[src/rtl/p251_pkg.sv]
// rtl/p251_pkg.sv - shared constants, state type and operand reduction for the mod-251 multiplier
package p251_pkg;

    localparam int P251_MOD  = 251;
    localparam int P251_W    = 8;
    localparam int P251_ITER = 8;

    typedef enum logic [1:0] {
        IDLE = 2'd0,
        BUSY = 2'd1,
        DONE = 2'd2
    } p251_state_t;

    // Any 8-bit value is below 2*251, so a single conditional subtract reduces it.
    function automatic logic [P251_W-1:0] p251_reduce(input logic [P251_W-1:0] v);
        return (v >= P251_W'(P251_MOD)) ? v - P251_W'(P251_MOD) : v;
    endfunction

endpackage

[src/rtl/p251_add_mod.sv]
// rtl/p251_add_mod.sv - combinational (a + b) mod 251 for operands already below 251
module p251_add_mod
    import p251_pkg::*;
(
    input  logic [P251_W-1:0] a,
    input  logic [P251_W-1:0] b,
    output logic [P251_W-1:0] y
);

    logic [P251_W:0] sum;
    logic [P251_W:0] sum_red;

    assign sum     = {1'b0, a} + {1'b0, b};
    assign sum_red = sum - (P251_W+1)'(P251_MOD);
    assign y       = (sum >= (P251_W+1)'(P251_MOD)) ? sum_red[P251_W-1:0] : sum[P251_W-1:0];

endmodule

[src/rtl/p251_mul.sv]
// rtl/p251_mul.sv - serial MSB-first A*B mod 251 multiplier; optional macro P251_MUL_ZERO_BYPASS_EN
module p251_mul
    import p251_pkg::*;
(
    input  logic              clk,
    input  logic              rst,
    input  logic              start,
    input  logic [P251_W-1:0] in_1,
    input  logic [P251_W-1:0] in_2,
    output logic [P251_W-1:0] out,
    output logic              done
);

    localparam int CW = $clog2(P251_ITER);

    p251_state_t       state, state_next;
    logic [P251_W-1:0] a_reg, b_reg, acc;
    logic [CW-1:0]     cnt;
    logic [P251_W-1:0] acc_dbl, acc_add, acc_next;
    logic              capture, step, last, zero_hit, b_bit;

    p251_add_mod u_dbl (.a(acc),     .b(acc),   .y(acc_dbl));
    p251_add_mod u_add (.a(acc_dbl), .b(a_reg), .y(acc_add));

    assign b_bit    = b_reg[CW'(P251_ITER-1) - cnt];
    assign acc_next = b_bit ? acc_add : acc_dbl;

`ifdef P251_MUL_ZERO_BYPASS_EN
    // Zero operand finishes on the first BUSY edge, so done still trails start by one cycle.
    assign zero_hit = (a_reg == '0) || (b_reg == '0);
`else
    assign zero_hit = 1'b0;
`endif

    always_ff @(posedge clk or posedge rst) begin
        if (rst) begin
            state <= IDLE;
        end else begin
            state <= state_next;
        end
    end

    always_comb begin
        state_next = state;
        capture    = 1'b0;
        step       = 1'b0;
        last       = 1'b0;
        case (state)
            IDLE: begin
                if (start) begin
                    capture    = 1'b1;
                    state_next = BUSY;
                end
            end
            BUSY: begin
                step = 1'b1;
                if (zero_hit || cnt == CW'(P251_ITER-1)) begin
                    last       = 1'b1;
                    state_next = DONE;
                end
            end
            DONE: begin
                if (start) begin
                    capture    = 1'b1;
                    state_next = BUSY;
                end else begin
                    state_next = IDLE;
                end
            end
            default: state_next = IDLE;
        endcase
    end

    always_ff @(posedge clk or posedge rst) begin
        if (rst) begin
            a_reg <= '0;
            b_reg <= '0;
            acc   <= '0;
            cnt   <= '0;
            out   <= '0;
            done  <= 1'b0;
        end else begin
            done <= (state_next == DONE);
            if (capture) begin
                a_reg <= p251_reduce(in_1);
                b_reg <= p251_reduce(in_2);
                acc   <= '0;
                cnt   <= '0;
            end else if (step) begin
                acc <= acc_next;
                cnt <= cnt + CW'(1);
                if (last) begin
                    out <= zero_hit ? '0 : acc_next;
                end
            end
        end
    end

endmodule

[config.mk]
export PLATFORM = sky130hd
export DESIGN_NAME = p251_mul
export DESIGN_NICKNAME = d
export VERILOG_FILES = /design/src/rtl/p251_pkg.sv /design/src/rtl/p251_add_mod.sv /design/src/rtl/p251_mul.sv
export SDC_FILE = /design/constraint.sdc
export NUM_CORES = 1
export LEC_CHECK = 0
export CAP_MARGIN = 10
export CORE_ASPECT_RATIO = 2
export CORE_MARGIN = 4
export CORE_UTILIZATION = 30
export DETAILED_ROUTE_END_ITERATION = 7
export PLACE_DENSITY = 0.47
export SLEW_MARGIN = 0
export SYNTH_ARGS = -nofsm -noshare
export SYNTH_HDL_FRONTEND = slang
export SYNTH_SLANG_ARGS = --single-unit
[constraint.sdc]
create_clock -name clk -period 4.8 [get_ports clk]
set_input_delay 0.96 -clock clk [delete_from_list [all_inputs] [get_ports clk]]
set_output_delay 0.96 -clock clk [all_outputs]
set_load 0.02 [all_outputs]
* Word level (Yosys, flattened, before mapping)
Cells that the tools add are included.
Storage, ports and cells: bits in registers 38, latch bits 0, memory bits (writable) 0, memory bits (read-only) 0, input port bits 19, logic and storage cells 49, memories kept 0
Cells by class: add/subtract/negate cells 8, $mul 0, divide/modulo/power cells 0, order comparisons 5, eq/ne operators 4, shift operators 0, multiplexer cells 20, bitwise gates (word level) 1, reduce and logical (&&, ||, !) cells 4
Operators by type and width (number):
- $mux 8 | 7
- $sub 8x8->8 const B | 4
- $add 8x8->9 | 2
- $ge 9x8->1 const B | 2
- $ge 8x8->1 const B | 2
- $mux 1 | 7
- $mux 3 | 2
- $pmux 2 s3 | 1
- $eq 2x2->1 const B | 2
- $lt 3x4->1 const B | 1
- $mux 2 | 2
- $add 3x1->3 const B | 1
- $bmux 1 s3 | 1
- $eq 3x3->1 const B | 1
- $reduce_and 3->1 | 1
- $sub 3x3->3 const A | 1
- $eq 2x1->1 const B | 1
- $logic_not 2->1 | 1
- $reduce_bool 2->1 | 1
- $reduce_or 2->1 | 1
- $not 1->1 | 1

* Longest topological paths before layout
Gate-level depths: netlist (run 1).
depth after elaboration 9, depth in mapped cells 15

* Cells and area by module
A second synthesis (run 1) with hierarchy kept.
Unflattened totals: cell total of the unflattened synthesis 319, area, all modules 3066.7 um2
By module, submodules not included:
- p251_mul | instances 1, cells an instance 151, area each 1669.1 um2
- p251_add_mod at u_add | instances 1, cells an instance 76, area each 699.4 um2
- p251_add_mod at u_dbl | instances 1, cells an instance 92, area each 698.2 um2

* Least setup slack after synthesis (run 1)
No wires, ideal clock.
path kind register to register, start point reg acc[1], end point reg out[6], library setup time 126 ps, data arrival time 3306 ps, required time 4674 ps, path slack 1368 ps, stages on the path, launching flop included 15, buffers on the path 1, period minus slack after synthesis 3432 ps, path through dfrtp_1 > nand3_1 > nor2_1 > a21o_1 > clkbuf_1 > mux2_2 > ha_1 > a21oi_2 > a211oi_1 > a311o_1 > o2111ai_2 > nand3_2 > nand2_2 > mux2i_1 > a221o_1
On the way: cells in the longest elaborated chain, start to end 7, elaborated cells on any way between the ends 9, those cells by class 4 x add/sub; 2 x order compare; 3 x mux
Ends and longest elaborated chain:
- start: declaration | RTL line p251_mul.sv:17 | logic [P251_W-1:0] a_reg, b_reg, acc;
- start signal: assignment | RTL line p251_mul.sv:90 | acc <= acc_next;
- $add 8x8->9 * | RTL line p251_add_mod.sv:13 | assign sum = {1'b0, a} + {1'b0, b};
- $sub 8x8->8 / $ge 9x8->1 (equally long branches) | RTL line p251_add_mod.sv:14, p251_add_mod.sv:15
- $mux 8 * | RTL line p251_add_mod.sv:15 | assign y = (sum >= (P251_W+1)'(P251_MOD)) ? sum_red[P251_W-1:0] : sum[P251_W-1:0];
- $add 8x8->9 | RTL line p251_add_mod.sv:13
- $sub 8x8->8 / $ge 9x8->1 (equally long branches) | RTL line p251_add_mod.sv:14, p251_add_mod.sv:15
- $mux 8 | RTL line p251_add_mod.sv:15
- $mux 8 * | RTL line p251_mul.sv:26 | assign acc_next = b_bit ? acc_add : acc_dbl;
- end signal: assignment | RTL line p251_mul.sv:93 | out <= zero_hit ? '0 : acc_next;
- end: declaration | RTL line p251_mul.sv:10 | output logic [P251_W-1:0] out,
Every way passes the cells marked *; elsewhere a longest branch is shown, timed or not. A chain may end at the register's enable or synchronous reset.

* Worst setup path after layout (run 1)
start point reg acc[3], end point reg out[3]
Same word-level chain as after synthesis.

==> flow_summary.yaml, run 1 <==
clock_network:
  clk_latency_ns: 0.29
  cts_tree: "done"
  cts_resized: 0
  cts_sinks: 38
  htreeDepth: 2
  clock_path_buffers: 2
  post_cts_buffers: 0
  cts-buffers-inserted: 5
  root_buffer: "clkbuf_16"
  hold_buffers: 0
  clkTransAtPathRegs_ns: 0.07
drt:
  drc: 0
  via_count: 2204
  routed_wl_mm: 7.24
  ant_nets: 0
  drt_iter0_drc: 115
  wire_per_inst_um: 17.6
  via_per_inst: 5.36
  drtPass1Iterations: 4
yosys:
  synth.avg_cell_area_um2: 9.33
  syn_nets: 318
  yosysSeqAreaShare_pct: 36.0
  ys_warn_count: 0
  synth_cell_types: 63
  yosys_most_used_dff: "dfrtp_1"
  synth_most_common_cell: "dfrtp_1"
  yosys-top-cells-area: "dfrtp_1 36%, ha_1 7.1%, nand2_1 4.7%"
  synth-edff-count: 0
  netlist_instances: 283
  ys_ff_latch: 38
  syn-cell-area_um2: 2640
  synthTopCellsByCount: "38 x dfrtp_1, 33 x nand2_1, 21 x nor2_1, 21 x o21ai_0, 15 x ha_1"
  synthArstFlopShare_pct: 100
  yosys.area.top_type: "dfrtp_1"
  yosysTopAreaCellShare_pct: 36.0
timing:
  rsz0062_at_grt: "false"
  worst_slack_ns: 0.827
  fmax_mhz: 252
  drv_slew: 0
  finalCriticalPeriod_ns: 3.97
  worst_slew_pin_slew_ns: 0.903
  setup_tns_ns: 0
  hold_viol: 0
  worst_hold_slack_ns: 0.477
  timing.final.crit_share_pct: 82.8
  maxSlewHeadroom_pct: 39.8
  setup_viol: 0
  fin_skew_ns: 0.00841
worst_setup_path:
  crit_arrival_ns: 4.14
  critPathRequiredTime_ns: 4.97
  endpoint_kind: "flip-flop"
  cp_max_fo: 8
  slowest_delay_ns: 0.42
  criticalPathCategory: "flip-flop to flip-flop"
  slowest_stage: "dfrtp_1"
  cp-start-kind: "flip-flop"
  crit_chain: "nand3_1 > nor2_1 > a21o_1 > mux2_2 > ha_1 > a21oi_2 > a211oi_1 > a311o_1 > o2111ai_2 > nand3_2 > and4_1 > nor3_1 > o31ai_1"
cells_and_area:
  n_fill_cell: 908
  area_delta_synth_final_pct: 19.5
  layout.nets: 345
  n_antenna_cell: 0
  utilization_pct: 36.8
  layout-drive-gt1-share_pct: 11.3
global_route:
  met1_usage_pct: 15.0
  grtUsageTotal_pct: 15.1
  grt_max_degree: 39
  grtUsageMet3_pct: 2.36
  grt_pass1_vias: 2296
  grt-ovfl-total: 0
  use_met2_pct: 26.5
  grt_pass1_wl_mm: 11.7
  busiest_layer: "met2"
  antenna_found_initial: 0
floorplanning:
  die_w_um: 74.4
  start_util_pct: 30.8
  pin_count: 28
  rows: 48
  dieArea_um2: 10500
  coreArea_um2: 8590
  fp.dieH_um: 141
place:
  post-place-ws_ns: 0.850
  io_buffers: 27
  dp_hpwl_mm: 5.80
  place.gp.congestion: 0.886
job:
  max_cap_viol_count: 0
hold_path:
  hp-class: "flip-flop to flip-flop"
status:
  status: "completed"
==> per-stage QoR <==
step,std cells,cell area [um2]
detailed placement,403,2990
CTS,411,3160
floorplan,283,2640
global route,411,3160
finish,411,3160
global placement,403,2990
==> cell families (layout without fill, tap and decap cells) <==
group,Yosys count,count (layout),synth area share (%)
AND/OR/NAND/NOR,111,111,22.4
AO/OA/AOI/OAI,79,79,21.0
flip-flops,38,38,36.0
adder cells (fa/ha/maj),16,16,7.86
buffers and inverters,15,43,3.32
XOR/XNOR,13,13,4.31
multiplexers,11,11,5.16
==> layout make-up <==
type	instances	area (um2)	area share, %
Inverter	6	22.5	0.713
Clock buffer	5	125	3.96
Clock inverter	3	45.0	1.43
Timing Repair Buffer	29	285	9.04
Sequential cell	38	951	30.1
Multi-Input combinational cell	230	1600	50.8
Tap cell	100	125	3.96
==> final timing paths <==
kind / cells past startpoint / slack (ns) / start / end
worst max register to register: 13 / 0.83 / acc[3] / out[3]
worst max-delay path: 13 / 0.83 / acc[3] / out[3]
worst min register to register: 2 / 0.48 / b_reg[2] / b_reg[2]
max in group asynchronous: 3 / 3.35 / rst / a_reg[3]
worst min-delay path: 2 / 0.48 / b_reg[2] / b_reg[2]
min in group asynchronous: 3 / 1.09 / rst / out[1]
==> cells in the final DEF (no fill, tap or decap), types with 3 or more instances in the layout <==
| master | instances |
|---|---|
| nor3_1 | 6 |
| a21oi_1 | 11 |
| ha_1 | 15 |
| nand2_1 | 33 |
| xnor2_1 | 10 |
| xor2_1 | 3 |
| clkdlybuf4s50_1 | 27 |
| nand3_2 | 4 |
| and3_1 | 6 |
| a31oi_1 | 4 |
| nand4_1 | 3 |
| nor2b_1 | 3 |
| o21a_1 | 3 |
| inv_1 | 6 |
| nor2_1 | 21 |
| o211ai_1 | 3 |
| a22o_1 | 10 |
| o31ai_1 | 5 |
| clkbuf_16 | 5 |
| nand3_1 | 10 |
| o21ai_0 | 21 |
| dfrtp_1 | 38 |
| mux2i_1 | 8 |
| nand2b_1 | 6 |
==> layer usage <==
| layer | vias to the layer above | part of all wire (%) |
|---|---|---|
| li1 | 1099 | - |
| met1 | 1027 | 36 |
| met2 | 52 | 54 |
| met3 | 26 | 2.8 |
| met4 | 0 | 7.7 |
| met5 | - | 0 |
==> worst max-delay path: cells and delay by family, from the launching register on <==
family / cells / cell delay [ns]
flops: 1 / 0.42
mux: 1 / 0.42
fa+ha+maj: 1 / 0.42
compound gates: 6 / 1.46
simple gates: 5 / 1.12
Power of run 1 is left out: the tool's default activity adds up to more than one toggle a clock period on the data nets, which glitch-free logic cannot reach.
==> run 2: changes to the inputs <==
--- a/config.mk
+++ b/config.mk
@@ -10,7 +10,7 @@
 export CORE_MARGIN = 4
 export CORE_UTILIZATION = 30
 export DETAILED_ROUTE_END_ITERATION = 7
-export PLACE_DENSITY = 0.47
+export PLACE_DENSITY = 0.48
 export SLEW_MARGIN = 0
 export SYNTH_ARGS = -nofsm -noshare
 export SYNTH_HDL_FRONTEND = slang
==> constraint.sdc (replaced) <==
create_clock -name clk -period 3.4 [get_ports clk]
set_input_delay 0.68 -clock clk [delete_from_list [all_inputs] [get_ports clk]]
set_output_delay 0.68 -clock clk [all_outputs]
set_load 0.02 [all_outputs]
==> flow_summary.yaml, run 2 (synthesized netlist as in run 1, its figures left out) <==
timing:
  fin_skew_ns: 0.00977
  timing.final.crit_share_pct: 97.4
  finalCriticalPeriod_ns: 3.31
  worst_hold_slack_ns: 0.475
  worst_slew_pin_slew_ns: 0.694
  rsz0062_at_grt: "true"
  drv_slew: 0
  fmax_mhz: 302
  maxSlewHeadroom_pct: 53.5
  setup_viol: 0
  hold_viol: 0
global_route:
  grt_pass1_wl_mm: 12.1
  grt_pass1_vias: 2471
  grtUsageTotal_pct: 15.4
  antenna_found_initial: 0
  grt-ovfl-total: 0
  grt_max_degree: 39
drt:
  drtPass1Iterations: 5
  drc: 0
  ant_nets: 0
  via_per_inst: 5.34
  drt_iter0_drc: 78
  wire_per_inst_um: 16.9
  routed_wl_mm: 7.75
  via_count: 2444
cells_and_area:
  n_antenna_cell: 0
  layout.nets: 392
  utilization_pct: 43.4
  mostFrequentLayoutCell: "buf_4"
  layout.cells.most_common_list: "48 x buf_4, 38 x dfrtp_1, 32 x nand2_1"
  area_delta_synth_final_pct: 41.3
  layout-drive-gt1-share_pct: 29.6
  fin_cells: 458
  final_area_um2: 3730
floorplanning:
  rows: 48
  fp.dieH_um: 141
  die_w_um: 74.4
  coreArea_um2: 8590
  start_util_pct: 30.8
  pin_count: 28
  dieArea_um2: 10500
place:
  place.gp.congestion: 0.796
  dp_hpwl_mm: 6.07
  place_area_um2: 3240
  post-place-cells: 437
  io_buffers: 27
clock_network:
  root_buffer: "clkbuf_16"
  clock_path_buffers: 2
  clk_latency_ns: 0.29
  cts-buffers-inserted: 5
  cts_sinks: 38
  cts_tree: "done"
  hold_buffers: 0
  htreeDepth: 2
  clkTransAtPathRegs_ns: 0.07
worst_setup_path:
  criticalPathCategory: "flip-flop to flip-flop"
  crit_arrival_ns: 3.47
  endpoint_kind: "flip-flop"
  critPathRequiredTime_ns: 3.56
  cp-start-kind: "flip-flop"
  cp_max_fo: 7
status:
  status: "completed"
job:
  max_cap_viol_count: 0
hold_path:
  hp-class: "flip-flop to flip-flop"
[run 2: cell types whose count changed in the layout (fill, tap and decap cells not counted), sizes merged]
cell,change
buf,+47
[run 2: final timing paths]
path,startpoint,end,slack (ns),cells after the start
setup / recovery,acc[3],acc[3],0.09,14
hold / removal,out[4],out[4],0.47,2
setup reg to reg,acc[3],acc[3],0.09,14
hold reg to reg,out[4],out[4],0.47,2
max in group asynchronous,rst,a_reg[7],2.23,3
min in group asynchronous,rst,out[3],0.81,3
[run 2: metal layers]
| metal | part of all wire [%] | track usage [%] |
|---|---|---|
| met5 | 0 | 0 |
| met4 | 6.1 | 9.29 |
| met3 | 2.2 | 1.86 |
| met2 | 55 | 28.5 |
| met1 | 36 | 15.5 |
[run 2: worst max-delay path: stages (launching register included)]
cell	delay (ns)
dfrtp_1	0.37
nand3_2	0.10
nor2_2	0.13
a21o_4	0.19
mux2_2	0.38
ha_4	0.27
a21oi_4	0.21
a211oi_2	0.09
a311o_1	0.31
o2111ai_2	0.23
nand3_2	0.15
buf_4	0.16
and4_1	0.20
nor3_2	0.25
o31ai_1	0.12
[run 2: per-stage QoR]
stage          setup TNS [ns]  worst slack, ns
6_report                    0           0.0876
5_1_grt                -0.186          -0.0627
4_1_cts                     0          0.00424
3_5_place_dp            -1.43           -0.254
3_3_place_gp           -0.610           -0.200
2_1_floorplan               0           0.0656
[run 2: timing repair]
action	in CTS	in global routing
gates resized for setup	14	23
buffers inserted	1	13
endpoints found under the hold margin	0	0
pin swaps	3	15
endpoints found under the setup margin	14	14
[run 2: cell type report]
| type | instances | area, um2 |
|---|---|---|
| repair buffers | 76 | 642 |
| clock buffers | 5 | 125 |
| fillers | 856 | 4860 |
| well taps | 100 | 125 |
| multi-input cells | 230 | 1820 |
| clock inverters | 3 | 45.0 |
| inverters | 6 | 22.5 |
| flip-flops and latches | 38 | 951 |
Power of run 2 is left out for the same reason.
==> run 3: changes to the inputs <==
--- a/config.mk
+++ b/config.mk
@@ -8,9 +8,9 @@
 export CAP_MARGIN = 10
 export CORE_ASPECT_RATIO = 2
 export CORE_MARGIN = 4
-export CORE_UTILIZATION = 30
+export CORE_UTILIZATION = 51
 export DETAILED_ROUTE_END_ITERATION = 7
-export PLACE_DENSITY = 0.48
+export PLACE_DENSITY = 0.75
 export SLEW_MARGIN = 0
 export SYNTH_ARGS = -nofsm -noshare
 export SYNTH_HDL_FRONTEND = slang
==> flow_summary.yaml, run 3 (synthesized netlist as in run 1, its figures left out) <==
status:
  violations: "setup timing"
  status: "complete, but fails checks"
floorplanning:
  pin_count: 28
  coreArea_um2: 4950
  die_w_um: 58.9
  fp.dieH_um: 110
  start_util_pct: 53.3
  rows: 36
  dieArea_um2: 6460
cells_and_area:
  n_antenna_cell: 0
  final_area_um2: 3480
  multi_input_area_um2: 1800
  layout-drive-gt1-share_pct: 26.7
  area_delta_synth_final_pct: 31.6
  layout.cells.most_common_list: "38 x dfrtp_1, 34 x buf_4, 31 x nand2_1"
  regArea_um2: 951
  layout.nets: 378
  n_fill_cell: 382
  mostFrequentLayoutCell: "dfrtp_1"
clock_network:
  cts-buffers-inserted: 5
  root_buffer: "clkbuf_8"
  hold_buffers: 0
  clk_latency_ns: 0.30
  htreeDepth: 2
  clock_path_buffers: 2
  cts_sinks: 38
  clkTransAtPathRegs_ns: 0.08
  cts_tree: "done"
place:
  io_buffers: 27
  place.gp.congestion: 0.916
  post-place-ws_ns: -0.235
  place_area_um2: 3080
  dp_hpwl_mm: 5.78
timing:
  drv_slew: 0
  hold_viol: 0
  worst_slack_ns: -0.00565
  fmax_mhz: 294
  finalCriticalPeriod_ns: 3.41
  timing.final.crit_share_pct: 100
  maxSlewHeadroom_pct: 48.1
  setup_viol: 2
  fin_skew_ns: 0.00573
  worst_slew_pin_slew_ns: 0.775
  rsz0062_at_grt: "true"
global_route:
  busiest_layer: "met2"
  grt_max_degree: 39
  antenna_found_initial: 0
  grt_pass1_vias: 2417
  grtUsageMet3_pct: 3.17
  met1_usage_pct: 23.0
  grt-ovfl-total: 0
  use_met2_pct: 46.4
  grt_pass1_wl_mm: 11.7
  grtUsageTotal_pct: 24.8
worst_setup_path:
  critPathRequiredTime_ns: 3.57
  cp-start-kind: "flip-flop"
  endpoint_kind: "flip-flop"
  criticalPathCategory: "flip-flop to flip-flop"
  crit_arrival_ns: 3.58
  cp_max_fo: 6
drt:
  drc: 0
  via_per_inst: 6.25
  routed_wl_mm: 7.65
  via_count: 2508
  drtPass1Iterations: 4
  ant_nets: 0
  wire_per_inst_um: 19.1
  drt_iter0_drc: 74
hold_path:
  hp-class: "flip-flop to flip-flop"
job:
  max_cap_viol_count: 0
## run 3: changes by cell type in the layout (fill, tap and decap cells not counted), sizes merged
cell / delta
buf: -14
bufinv: -1
clkbuf: +1
clkinv: +1
clkinvlp: -1
## run 3: area by class of cell
cell class / count / area share [%]
well taps: 57 / 2.05
repair buffers: 62 / 15.4
clock inverters: 2 / 0.360
flip-flops and latches: 38 / 27.4
inverters: 6 / 0.648
multi-input cells: 230 / 51.8
clock buffers: 6 / 2.38
## run 3: metrics by stage
step / instances / setup TNS (ns) / util (%) / hold WS, ns
2_1_floorplan: 283 / 0 / - / 0.445
3_3_place_gp: 380 / -0.284 / 62.2 / 0.457
3_5_place_dp: 380 / -1.11 / 62.2 / 0.472
4_1_cts: 391 / 0 / 65.5 / 0.489
5_1_grt: 401 / -1.07 / 70.2 / 0.534
6_report: 401 / -0.00757 / 70.2 / 0.490
## run 3: worst max-delay path, cell delays in order, from the launching register on
cell,delay (ns)
dfrtp_1,0.39
nand2_2,0.08
nor2_2,0.13
a21o_1,0.22
buf_4,0.15
mux2_4,0.31
ha_4,0.26
a21oi_2,0.19
buf_4,0.14
o211ai_1,0.18
a211o_1,0.32
o2111ai_1,0.10
nand2_1,0.18
and4_1,0.27
nor3_4,0.22
o31ai_1,0.12
## run 3: metal layers
layer | up-vias | wire length, um
met4 | 0 | 676
li1 | 1168 | -
met3 | 45 | 287
met1 | 1188 | 2570
met2 | 107 | 4110
met5 | - | 0
## run 3: path summary, 6_finish.rpt
kind | from | end | slack, ns | depth (start not counted)
worst max-delay path | acc[5] | acc[3] | -0.006 | 15
worst max register to register | acc[5] | acc[3] | -0.006 | 15
min in group asynchronous | rst | acc[7] | 0.79 | 3
worst min register to register | out[4] | out[4] | 0.49 | 2
worst min-delay path | out[4] | out[4] | 0.49 | 2
max in group asynchronous | rst | a_reg[1] | 2.27 | 3
## run 3: what timing repair did
item	in CTS	in global routing
gates resized for setup	9	31
setup endpoints to repair	13	14
buffers inserted	3	10
pin swaps	3	12
Power of run 3 is left out for the same reason.
